==> src/rtl/spi_master_if.sv <==
// Bundle of the parallel command side and the serial SPI side of the master.
// Latency: none; this is a wiring container only.
// Backpressure: none; start is only honoured while the master is idle.
interface spi_master_if #(
  parameter int DATA_W = 8
);
  // Parallel command interface
  logic              start;
  logic [DATA_W-1:0] tx_data;
  logic              busy;
  logic              done;
  logic [DATA_W-1:0] rx_data;

  // Serial bus
  logic              cs;
  logic              sclk;
  logic              mosi;
  logic              miso;

  // The SPI master drives the bus and reports status
  modport master (
    input  start,
    input  tx_data,
    input  miso,
    output busy,
    output done,
    output rx_data,
    output cs,
    output sclk,
    output mosi
  );

  // The requester / attached slave side
  modport slave (
    output start,
    output tx_data,
    output miso,
    input  busy,
    input  done,
    input  rx_data,
    input  cs,
    input  sclk,
    input  mosi
  );
endinterface

==> src/rtl/spi_master.sv <==
// Mode-0 (CPOL=0, CPHA=0) SPI master: one DATA_W-bit full-duplex frame per start, MSB first.
// Latency: done pulses in the ((2*DATA_W+2)*CLK_DIV+1)-th cycle after the accepting edge.
// Backpressure: start is ignored while a frame is in flight (busy or DONE); nothing is queued.
module spi_master #(
  parameter int CLK_DIV = 2,
  parameter int DATA_W  = 8
) (
  input logic         clk,
  input logic         rst_n,
  spi_master_if.master bus
);

  // Refuse to elaborate with a divider that cannot give a 50% sclk
  if (CLK_DIV < 2) begin : g_bad_clk_div
    $error("spi_master: CLK_DIV must be at least 2");
  end
  // The shift registers need at least two bits to shift through
  if (DATA_W < 2) begin : g_bad_data_w
    $error("spi_master: DATA_W must be at least 2");
  end

  localparam int DIV_W = (CLK_DIV > 1) ? $clog2(CLK_DIV) : 1;
  localparam int BIT_W = $clog2(DATA_W + 1);

  localparam logic [DIV_W-1:0] DIV_LAST = DIV_W'(CLK_DIV - 1);
  localparam logic [DIV_W-1:0] DIV_ONE  = DIV_W'(1);
  localparam logic [BIT_W-1:0] BIT_LAST = BIT_W'(DATA_W - 1);
  localparam logic [BIT_W-1:0] BIT_ONE  = BIT_W'(1);

  typedef enum logic [2:0] {
    IDLE  = 3'd0,
    SETUP = 3'd1,
    XFER  = 3'd2,
    HOLD  = 3'd3,
    DONE  = 3'd4
  } state_t;

  state_t            state_q, state_d;
  logic [DIV_W-1:0]  div_q, div_d;
  logic [BIT_W-1:0]  bit_q, bit_d;
  logic [DATA_W-1:0] tx_shift_q, tx_shift_d;
  logic [DATA_W-1:0] rx_shift_q, rx_shift_d;
  logic [DATA_W-1:0] rx_q, rx_d;
  logic              sclk_q, sclk_d;
  logic              mosi_q, mosi_d;
  logic              cs_q, cs_d;
  logic              busy_q, busy_d;
  logic              done_q, done_d;

  // div_tick marks the last clk cycle of a half-period (or of the setup/hold windows)
  logic div_tick;
  // last_fall marks the half-period that ends in the final falling edge of the frame
  logic last_fall;

  assign div_tick  = (div_q == DIV_LAST);
  assign last_fall = sclk_q && (bit_q == BIT_LAST);

  // State and datapath registers; reset forces the bus idle and drops any partial frame
  always_ff @(posedge clk or negedge rst_n) begin
    if (!rst_n) begin
      state_q    <= IDLE;
      div_q      <= '0;
      bit_q      <= '0;
      tx_shift_q <= '0;
      rx_shift_q <= '0;
      rx_q       <= '0;
      sclk_q     <= 1'b0;
      mosi_q     <= 1'b0;
      cs_q       <= 1'b1;
      busy_q     <= 1'b0;
      done_q     <= 1'b0;
    end else begin
      state_q    <= state_d;
      div_q      <= div_d;
      bit_q      <= bit_d;
      tx_shift_q <= tx_shift_d;
      rx_shift_q <= rx_shift_d;
      rx_q       <= rx_d;
      sclk_q     <= sclk_d;
      mosi_q     <= mosi_d;
      cs_q       <= cs_d;
      busy_q     <= busy_d;
      done_q     <= done_d;
    end
  end

  // Next-state: setup window, 2*DATA_W half-periods, hold window, one DONE cycle
  always_comb begin
    state_d = state_q;
    case (state_q)
      IDLE:    if (bus.start) state_d = SETUP;
      SETUP:   if (div_tick) state_d = XFER;
      XFER:    if (div_tick && last_fall) state_d = HOLD;
      HOLD:    if (div_tick) state_d = DONE;
      DONE:    state_d = IDLE;
      default: state_d = IDLE;
    endcase
  end

  // Outputs and datapath: all bus outputs are registered so cs/sclk/mosi never glitch
  always_comb begin
    div_d      = div_q;
    bit_d      = bit_q;
    tx_shift_d = tx_shift_q;
    rx_shift_d = rx_shift_q;
    rx_d       = rx_q;
    sclk_d     = sclk_q;
    mosi_d     = mosi_q;
    cs_d       = cs_q;
    busy_d     = busy_q;
    done_d     = 1'b0;

    case (state_q)
      IDLE: begin
        // Counters stay parked at zero until a frame is accepted
        div_d = '0;
        bit_d = '0;
        if (bus.start) begin
          tx_shift_d = bus.tx_data;
          rx_shift_d = '0;
          mosi_d     = bus.tx_data[DATA_W-1];
          cs_d       = 1'b0;
          busy_d     = 1'b1;
        end
      end

      SETUP: begin
        // cs is already low; wait one half-period before the first rising edge
        div_d = div_tick ? '0 : div_q + DIV_ONE;
      end

      XFER: begin
        div_d = div_tick ? '0 : div_q + DIV_ONE;
        if (div_tick) begin
          sclk_d = ~sclk_q;
          if (!sclk_q) begin
            // Rising edge: capture miso as seen in this very cycle
            rx_shift_d = {rx_shift_q[DATA_W-2:0], bus.miso};
          end else begin
            // Falling edge: count the bit; present the next one unless the frame is over
            bit_d = bit_q + BIT_ONE;
            if (!last_fall) begin
              tx_shift_d = {tx_shift_q[DATA_W-2:0], 1'b0};
              mosi_d     = tx_shift_q[DATA_W-2];
            end
          end
        end
      end

      HOLD: begin
        // sclk is low and mosi frozen; keep cs low for the hold window, then close the frame
        div_d = div_tick ? '0 : div_q + DIV_ONE;
        if (div_tick) begin
          cs_d   = 1'b1;
          busy_d = 1'b0;
          done_d = 1'b1;
          rx_d   = rx_shift_q;
          mosi_d = 1'b0;
        end
      end

      DONE: begin
        // Single status cycle; start is deliberately not looked at here
        div_d = '0;
        bit_d = '0;
      end

      default: begin
        div_d = '0;
        bit_d = '0;
      end
    endcase
  end

  assign bus.busy    = busy_q;
  assign bus.done    = done_q;
  assign bus.rx_data = rx_q;
  assign bus.cs      = cs_q;
  assign bus.sclk    = sclk_q;
  assign bus.mosi    = mosi_q;

  // sclk only ever runs inside a frame
  a_sclk_idle_low: assert property (@(posedge clk) disable iff (!rst_n) cs_q |-> !sclk_q);
  // done is a single-cycle pulse
  a_done_pulse:    assert property (@(posedge clk) disable iff (!rst_n) done_q |=> !done_q);
  // done is only seen with the bus released and the master free
  a_done_idle:     assert property (@(posedge clk) disable iff (!rst_n) done_q |-> (cs_q && !busy_q));
  // The bit counter never runs past a full frame
  a_bit_range:     assert property (@(posedge clk) disable iff (!rst_n) bit_q <= BIT_W'(DATA_W));

endmodule

==> src/flat_wrapper.sv <==
// flat-port wrapper written by rule: the top's interface ports become plain ports
module spi_master_flat 
#(
  parameter int CLK_DIV = 2,
  parameter int DATA_W  = 8
)
  (clk, rst_n, bus_start, bus_tx_data, bus_miso, bus_busy, bus_done, bus_rx_data, bus_cs, bus_sclk, bus_mosi);
  spi_master_if #(.DATA_W(DATA_W)) bus_i ();
  input logic clk;
  input logic rst_n;
  input wire logic [$bits(bus_i.start)-1:0] bus_start;
  input wire logic [$bits(bus_i.tx_data)-1:0] bus_tx_data;
  input wire logic [$bits(bus_i.miso)-1:0] bus_miso;
  output wire logic [$bits(bus_i.busy)-1:0] bus_busy;
  output wire logic [$bits(bus_i.done)-1:0] bus_done;
  output wire logic [$bits(bus_i.rx_data)-1:0] bus_rx_data;
  output wire logic [$bits(bus_i.cs)-1:0] bus_cs;
  output wire logic [$bits(bus_i.sclk)-1:0] bus_sclk;
  output wire logic [$bits(bus_i.mosi)-1:0] bus_mosi;
  assign bus_i.start = bus_start;
  assign bus_i.tx_data = bus_tx_data;
  assign bus_i.miso = bus_miso;
  assign bus_busy = bus_i.busy;
  assign bus_done = bus_i.done;
  assign bus_rx_data = bus_i.rx_data;
  assign bus_cs = bus_i.cs;
  assign bus_sclk = bus_i.sclk;
  assign bus_mosi = bus_i.mosi;
  spi_master #(.CLK_DIV(CLK_DIV), .DATA_W(DATA_W)) u_core (.clk(clk), .rst_n(rst_n), .bus(bus_i));
endmodule
==> config.mk <==
export PLATFORM = sky130hd
export DESIGN_NAME = spi_master_flat
export DESIGN_NICKNAME = d
export VERILOG_FILES = /design/src/rtl/spi_master_if.sv /design/src/rtl/spi_master.sv /design/src/flat_wrapper.sv
export SDC_FILE = /design/constraint.sdc
export NUM_CORES = 1
export LEC_CHECK = 0
export ABC_AREA = 1
export BUFFER_PORTS_ARGS = -buffer_cell sky130_fd_sc_hd__buf_2
export CELL_PAD_IN_SITES_DETAIL_PLACEMENT = 1
export CELL_PAD_IN_SITES_GLOBAL_PLACEMENT = 1
export CORE_UTILIZATION = 42
export DETAILED_ROUTE_END_ITERATION = 7
export PLACE_DENSITY_LB_ADDON = 0.05
export SETUP_SLACK_MARGIN = 0.2
export SLEW_MARGIN = 15
export SYNTH_ARGS = -nofsm -noshare
export SYNTH_HDL_FRONTEND = slang
export SYNTH_SLANG_ARGS = --single-unit
==> constraint.sdc <==
create_clock -name clk -period 1.77 [get_ports clk]
set_input_delay 0.0885 -clock clk [delete_from_list [all_inputs] [get_ports clk]]
set_output_delay 0.0885 -clock clk [all_outputs]
set_load 0.01 [all_outputs]
# [After elaboration in Yosys (flattened, before gate mapping)]
# Index checks and enable logic that the tools add are counted.
# W data, S select, Z words.
[totals] reg_bits=36 in_bits=12 out_inout_bits=13
[op_classes] eq_ne=12 n_bitwise=2 addsub=2 n_mux=32 n_reduce_logical=16
[op_table] op="$mux W7" n=4
[op_table] op="$mux W8" n=3
[op_table] op="$pmux W8 S2" n=1
[op_table] op="$pmux W7 S2" n=1
[op_table] op="$mux W1" n=12
[op_table] op="$mux W3" n=4
[op_table] op="$pmux W3 S4" n=1
[op_table] op="$ne A2 B1 Y1 const B" n=5
[op_table] op="$mux W4" n=2
[op_table] op="$pmux W4 S2" n=1
[op_table] op="$reduce_and A4 Y1" n=2
[op_table] op="$eq A3 B2 Y1 const B" n=2
[op_table] op="$ne A2 B2 Y1 const B" n=3
[op_table] op="$reduce_and A3 Y1" n=2
[op_table] op="$reduce_and A6 Y1" n=1
[op_table] op="$reduce_and A5 Y1" n=1
[op_table] op="$add A4 B1 Y4 const B" n=1
[op_table] op="$eq A4 B3 Y1 const B" n=1
[op_table] op="$pmux W1 S2" n=2
[op_table] op="$reduce_and A2 Y1" n=2
[op_table] op="$reduce_bool A2 Y1" n=2
[op_table] op="$eq A3 B1 Y1 const B" n=1
[op_table] op="$logic_not A3 Y1" n=1
[op_table] op="$pmux W1 S3" n=1
[op_table] op="other kinds (6)" n=8

# [Logic depth before layout (Yosys ltp)]
[logic_depth] depth_word=6 depth_mapped=9 ltp_nobuf=9

# [Worst setup path before layout]
# No wires, ideal clock.
[synth_path] path_type="register to register" start="register u_core.state_q[0]" end="register u_core.tx_shift_q[0]" setup_time_ns=0.117 slack_ns=0.508 stages_incl_launch_ff=7 arrival_time_ns=1.144 synth_period_minus_slack_ns=1.262 required_time_ns=1.653 n_path_buf=0 path_cell_list="dfrtp_1 nor2_1 nand3_2 nand2_4 nand2_4 nand2_1 o21ai_2"
[synth_between] elab_chain_len=3
[synth_lines] item="from (decl)" line_no="spi_master.sv:38" text="state_t state_q, state_d;"
[synth_lines] item="from (signal assigned)" line_no="spi_master.sv:73" text="state_q <= state_d;"
[synth_lines] item="$eq A3 B2 Y1 / $logic_not A3 Y1 (equally long branches)" line_no="spi_master.sv:113" text="case (state_q)"
[synth_lines] item="$ne A2 B2 Y1 (no line) (tied with other cells)"
[synth_lines] item="$reduce_and A5 Y1 (no line)"
[synth_lines] item="to (signal assigned)" line_no="spi_master.sv:76" text="tx_shift_q <= tx_shift_d;"
[synth_lines] item="to (decl)" line_no="spi_master.sv:41" text="logic [DATA_W-1:0] tx_shift_q, tx_shift_d;"
# Several ways; a longest one is shown, not always the timed one.
# A chain may end at the register's enable or synchronous reset.

# [Worst setup path after layout]
[layout_path] start="register u_core.state_q[2]" end="register u_core.bit_q[2]"
[layout_between] elab_chain_len=4
[layout_lines] item="$eq A3 B1 Y1 / $eq A3 B2 Y1 (equally long branches)" line_no="spi_master.sv:113"
[layout_lines] item="$reduce_or A2 Y1 (no line)"
[layout_lines] item="$not A1 Y1 (no line)"
[layout_lines] item="$reduce_and A3 Y1 (no line)"
[layout_lines] item="to (signal assigned)" line_no="spi_master.sv:75" text="bit_q <= bit_d;"
[layout_lines] item="to (decl)" line_no="spi_master.sv:40" text="logic [BIT_W-1:0] bit_q, bit_d;"
# Several ways; a longest one is shown, not always the timed one.

==> summary.md <==
| Metric | Value |
|---|---|
| Simple-Gate Fraction of Synth Area | 0.289 |
| Asr flop ratio synth | 1.00 |
| Initial antenna violation count | 0 |
| GR Util All Layers | 0.207 |
| Synth Area per Inst | 8.71 um2 |
| Wire per inst | about 14 um |
| Diode count | 0 |
| Compound-Gate Fraction of Synth Area | 0.0986 |
| Inst Count DP | about 270 |
| CTS buffer count | 5 |
| Port buffer count | 24 |
| Tightest Pin Transition | about 810 ps |
| Worst-path clk slew | about 70 ps |
| Combinational family with the most area after synthesis | simple AND/OR/NAND/NOR gates |
| Status | finished, final reports clean |
| Synth Cell Area | ~1800 um2 |
| GRT overflow | 0 |
| Gate Count Post-Synth | about 200 |
| Post-synth top area share | 0.500 |
| Post-synth EDFFs | 0 |
| VDD IR max | about 0.71 mV |
| Leading post-synthesis cells by cell area | dfrtp_1 (50%), nand2_1 (14%), inv_1 (4.3%) |
| Fin crit period | about 1500 ps |
| Worst slew margin | 0.457 |
| Metal2 WL | ~1.9 mm |
| Area Growth Syn to Fin | 14.6% |
| Core ar. | roughly 4000 um2 |
| Layout cells sized above 1 | 0.232 |
| Clk sink count | 36 |
| Root Driver | clkbuf_8 |
| Yosys top cell by area | dfrtp_1 |
| Critical Path Fanout Max | 16 |
| Number of vias per cell | between 4 and 5 |
| XOR/XNOR Fraction of Synth Area | 0.00500 |
| Number of max-cap violations | 0 |
| CP Capture Type | flop |
| Worst min path class | input port to flop |
| Antenna viol nets, final | 0 |
| Ys Warns | 0 |
| Fin crit share | 0.838 |
| Site Rows | 23 |
| Top-count cell post-synth | nand2_1 |
| Critical Path Start Type | flop |
| Post-synth top flop | dfrtp_1 |
| Met1 WL | between 1.5 and 2 mm |
| GP Congestion | between 0.7 and 0.8 |
| Pins over their slew limit | 0 |
| Leakage power | ~1.1 nW |
| Drc violations | 0 |
| Syn nets | about 210 |
| Clock Tree Buf Depth | 2 |
| Flops & latches, synth | 36 |
| Final layout net count | 245 |
| Fin Hold WS | 56.5 ps |
| Fmax | approximately 0.67 GHz |
| DIE AREA | 4430 um2 |
| Post-synth cell types | 25 |
| # setup viols final | 0 |
| Die X-Extent | between 60 and 70 um |
| H-tree depth | 2 |
| Synth cell count leaders | nand2_1 (63), dfrtp_1 (35), inv_1 (20) |
| Largest net degree at the start of global routing | 37 |
| Global-route wire length before repair | around 6.7 mm |
| HPWL after DPL | roughly 2.8 mm |
| Critical path data required time | roughly 2000 ps |
| Die H | roughly 67 um |
| Max Used Layer | met4 |
| Vias in the first global route | 1,420 |
| Mux cell area share after synthesis | 0 |
| Initial DRC count | 72 |
| Clk Latency, worst-skew pair | ~280 ps |
| Met3 wire length | 115 um |
| DR vias | roughly 1,400 |
| Critical path arrival | roughly 1700 ps |
| TritonCTS clock tree | built |
| Setup Skew | ~2.6 ps |
| Setup TNS | 0 ps |
| Initial Util | 0.438 |
| Final Power | around 0.0036 W |
| I/O pin count | 25 |
| DR pass1 iterations | 4 |
| Final std cells w/o fill | 283 |
| Final hold violations | 0 |
| Crit Path Category | flop to flop |
| Power Density | about 1800 nW/um2 |
| Synth Area in Adders | 0.00715 |
| Seq/Total Area, Yosys | 0.515 |
| Final WL | 3.83 mm |
| Unrepaired setup endpoints after global routing | true |
## state kept, by name (all words and copies together), names as in the netlist
| register | count |
|---|---|
| u_core.bus.rx_data | 8 |
| u_core.bus.mosi | 1 |
| u_core.bus.sclk | 1 |
| u_core.bus.cs | 1 |
| u_core.bus.done | 1 |
| u_core.rx_shift_q | 8 |
| u_core.div_q | 1 |
| u_core.bus.busy | 1 |
| u_core.tx_shift_q | 7 |
| u_core.state_q | 3 |
| u_core.bit_q | 4 |
## through the flow
stage	instance area, um2	util	setup WS [ps]
6_report	2010	0.501	287
5_1_grt	2010	0.501	177
4_1_cts	1990	0.497	227
3_5_place_dp	1890	0.472	248
3_3_place_gp	1890	0.472	299
2_1_floorplan	1750	-	508
## where the power goes
| part | internal, W | switching, W | leakage, nW |
|---|---|---|---|
| Clock | 0.000318 | 0.000286 | 0.0455 |
| Sequential | 0.00117 | 0.000248 | 0.465 |
| Combinational | 0.000533 | 0.00101 | 0.552 |
## final timing paths
kind / from / endpoint / slack (ps) / depth (start not counted)
worst max-delay path: u_core.state_q[2]$_DFFE_PN0P_ / u_core.bit_q[2]$_DFFE_PN0P_ / 290 / 8
worst min-delay path: bus_tx_data[0] / u_core.tx_shift_q[0]$_DFFE_PN0P_ / 60 / 3
worst max register to register: u_core.state_q[2]$_DFFE_PN0P_ / u_core.bit_q[2]$_DFFE_PN0P_ / 290 / 8
worst min register to register: u_core.bus.rx_data[0]$_DFFE_PN0P_ / u_core.bus.rx_data[0]$_DFFE_PN0P_ / 480 / 2
max in group asynchronous: rst_n / u_core.state_q[0]$_DFFE_PN0P_ / 820 / 2
min in group asynchronous: rst_n / u_core.bus.rx_data[4]$_DFFE_PN0P_ / 430 / 2
## critical path: stages, from the launching register on
cell,delay (ps)
dfrtp_1,430
inv_2,110
nand2_2,80
nor2_4,220
buf_6,220
inv_8,60
nor3_1,150
nand2_1,80
nand2_1,70
## layer usage
metal  vias up  GRT usage
met5         -          0
met4         0     0.0798
met3         4     0.0514
met2        22      0.338
met1       658      0.259
li1        712          -
## cells in the final DEF (no fill, tap or decap)
master,synthesis,routed
nor2_1,7,7
dlygate4sd3_1,0,1
inv_8,1,1
nand2_4,5,6
dfrtp_1,35,35
o21ai_4,1,1
nand3_1,10,10
nand2_1,63,63
o211ai_1,1,1
nand4_1,9,9
buf_6,1,1
buf_4,0,1
a21oi_1,2,2
nor2_2,2,2
nand2_2,5,4
inv_1,20,20
ha_1,1,1
clkbuf_1,0,2
nand3_2,2,2
o21ai_0,12,12
inv_2,3,3
o21ai_1,14,14
o21ai_2,1,1
nor3_1,1,1
xor2_1,1,1
nor2_4,1,1
buf_2,0,24
clkbuf_8,0,6
dfstp_2,1,1
## cell families (layout without fill, tap and decap cells)
logic type               after synthesis  in the layout
buffers and inverters                 27             59
XOR/XNOR                               1              1
flip-flops                            36             36
AND/OR/NAND/NOR                      105            105
adder cells (fa/ha/maj)                1              1
AO/OA/AOI/OAI                         31             31
## layout make-up
cell class / instances / area [um2]
sequential: 36 / 902
tap: 50 / 62.6
clock buffer: 8 / 90.1
fill: 501 / 1990
multi-input combinational: 138 / 704
timing repair buffer: 27 / 149
inverter: 24 / 97.6
## repair_timing
| item | in CTS | in global routing |
|---|---|---|
| buffers inserted | 0 | 1 |
| gates resized for setup | 0 | 2 |
| endpoints found under the setup margin | 0 | 11 |
| hold buffers | 1 | 0 |
| endpoints found under the hold margin | 35 | 0 |
No activity file was read; power rests on OpenSTA's default activity.
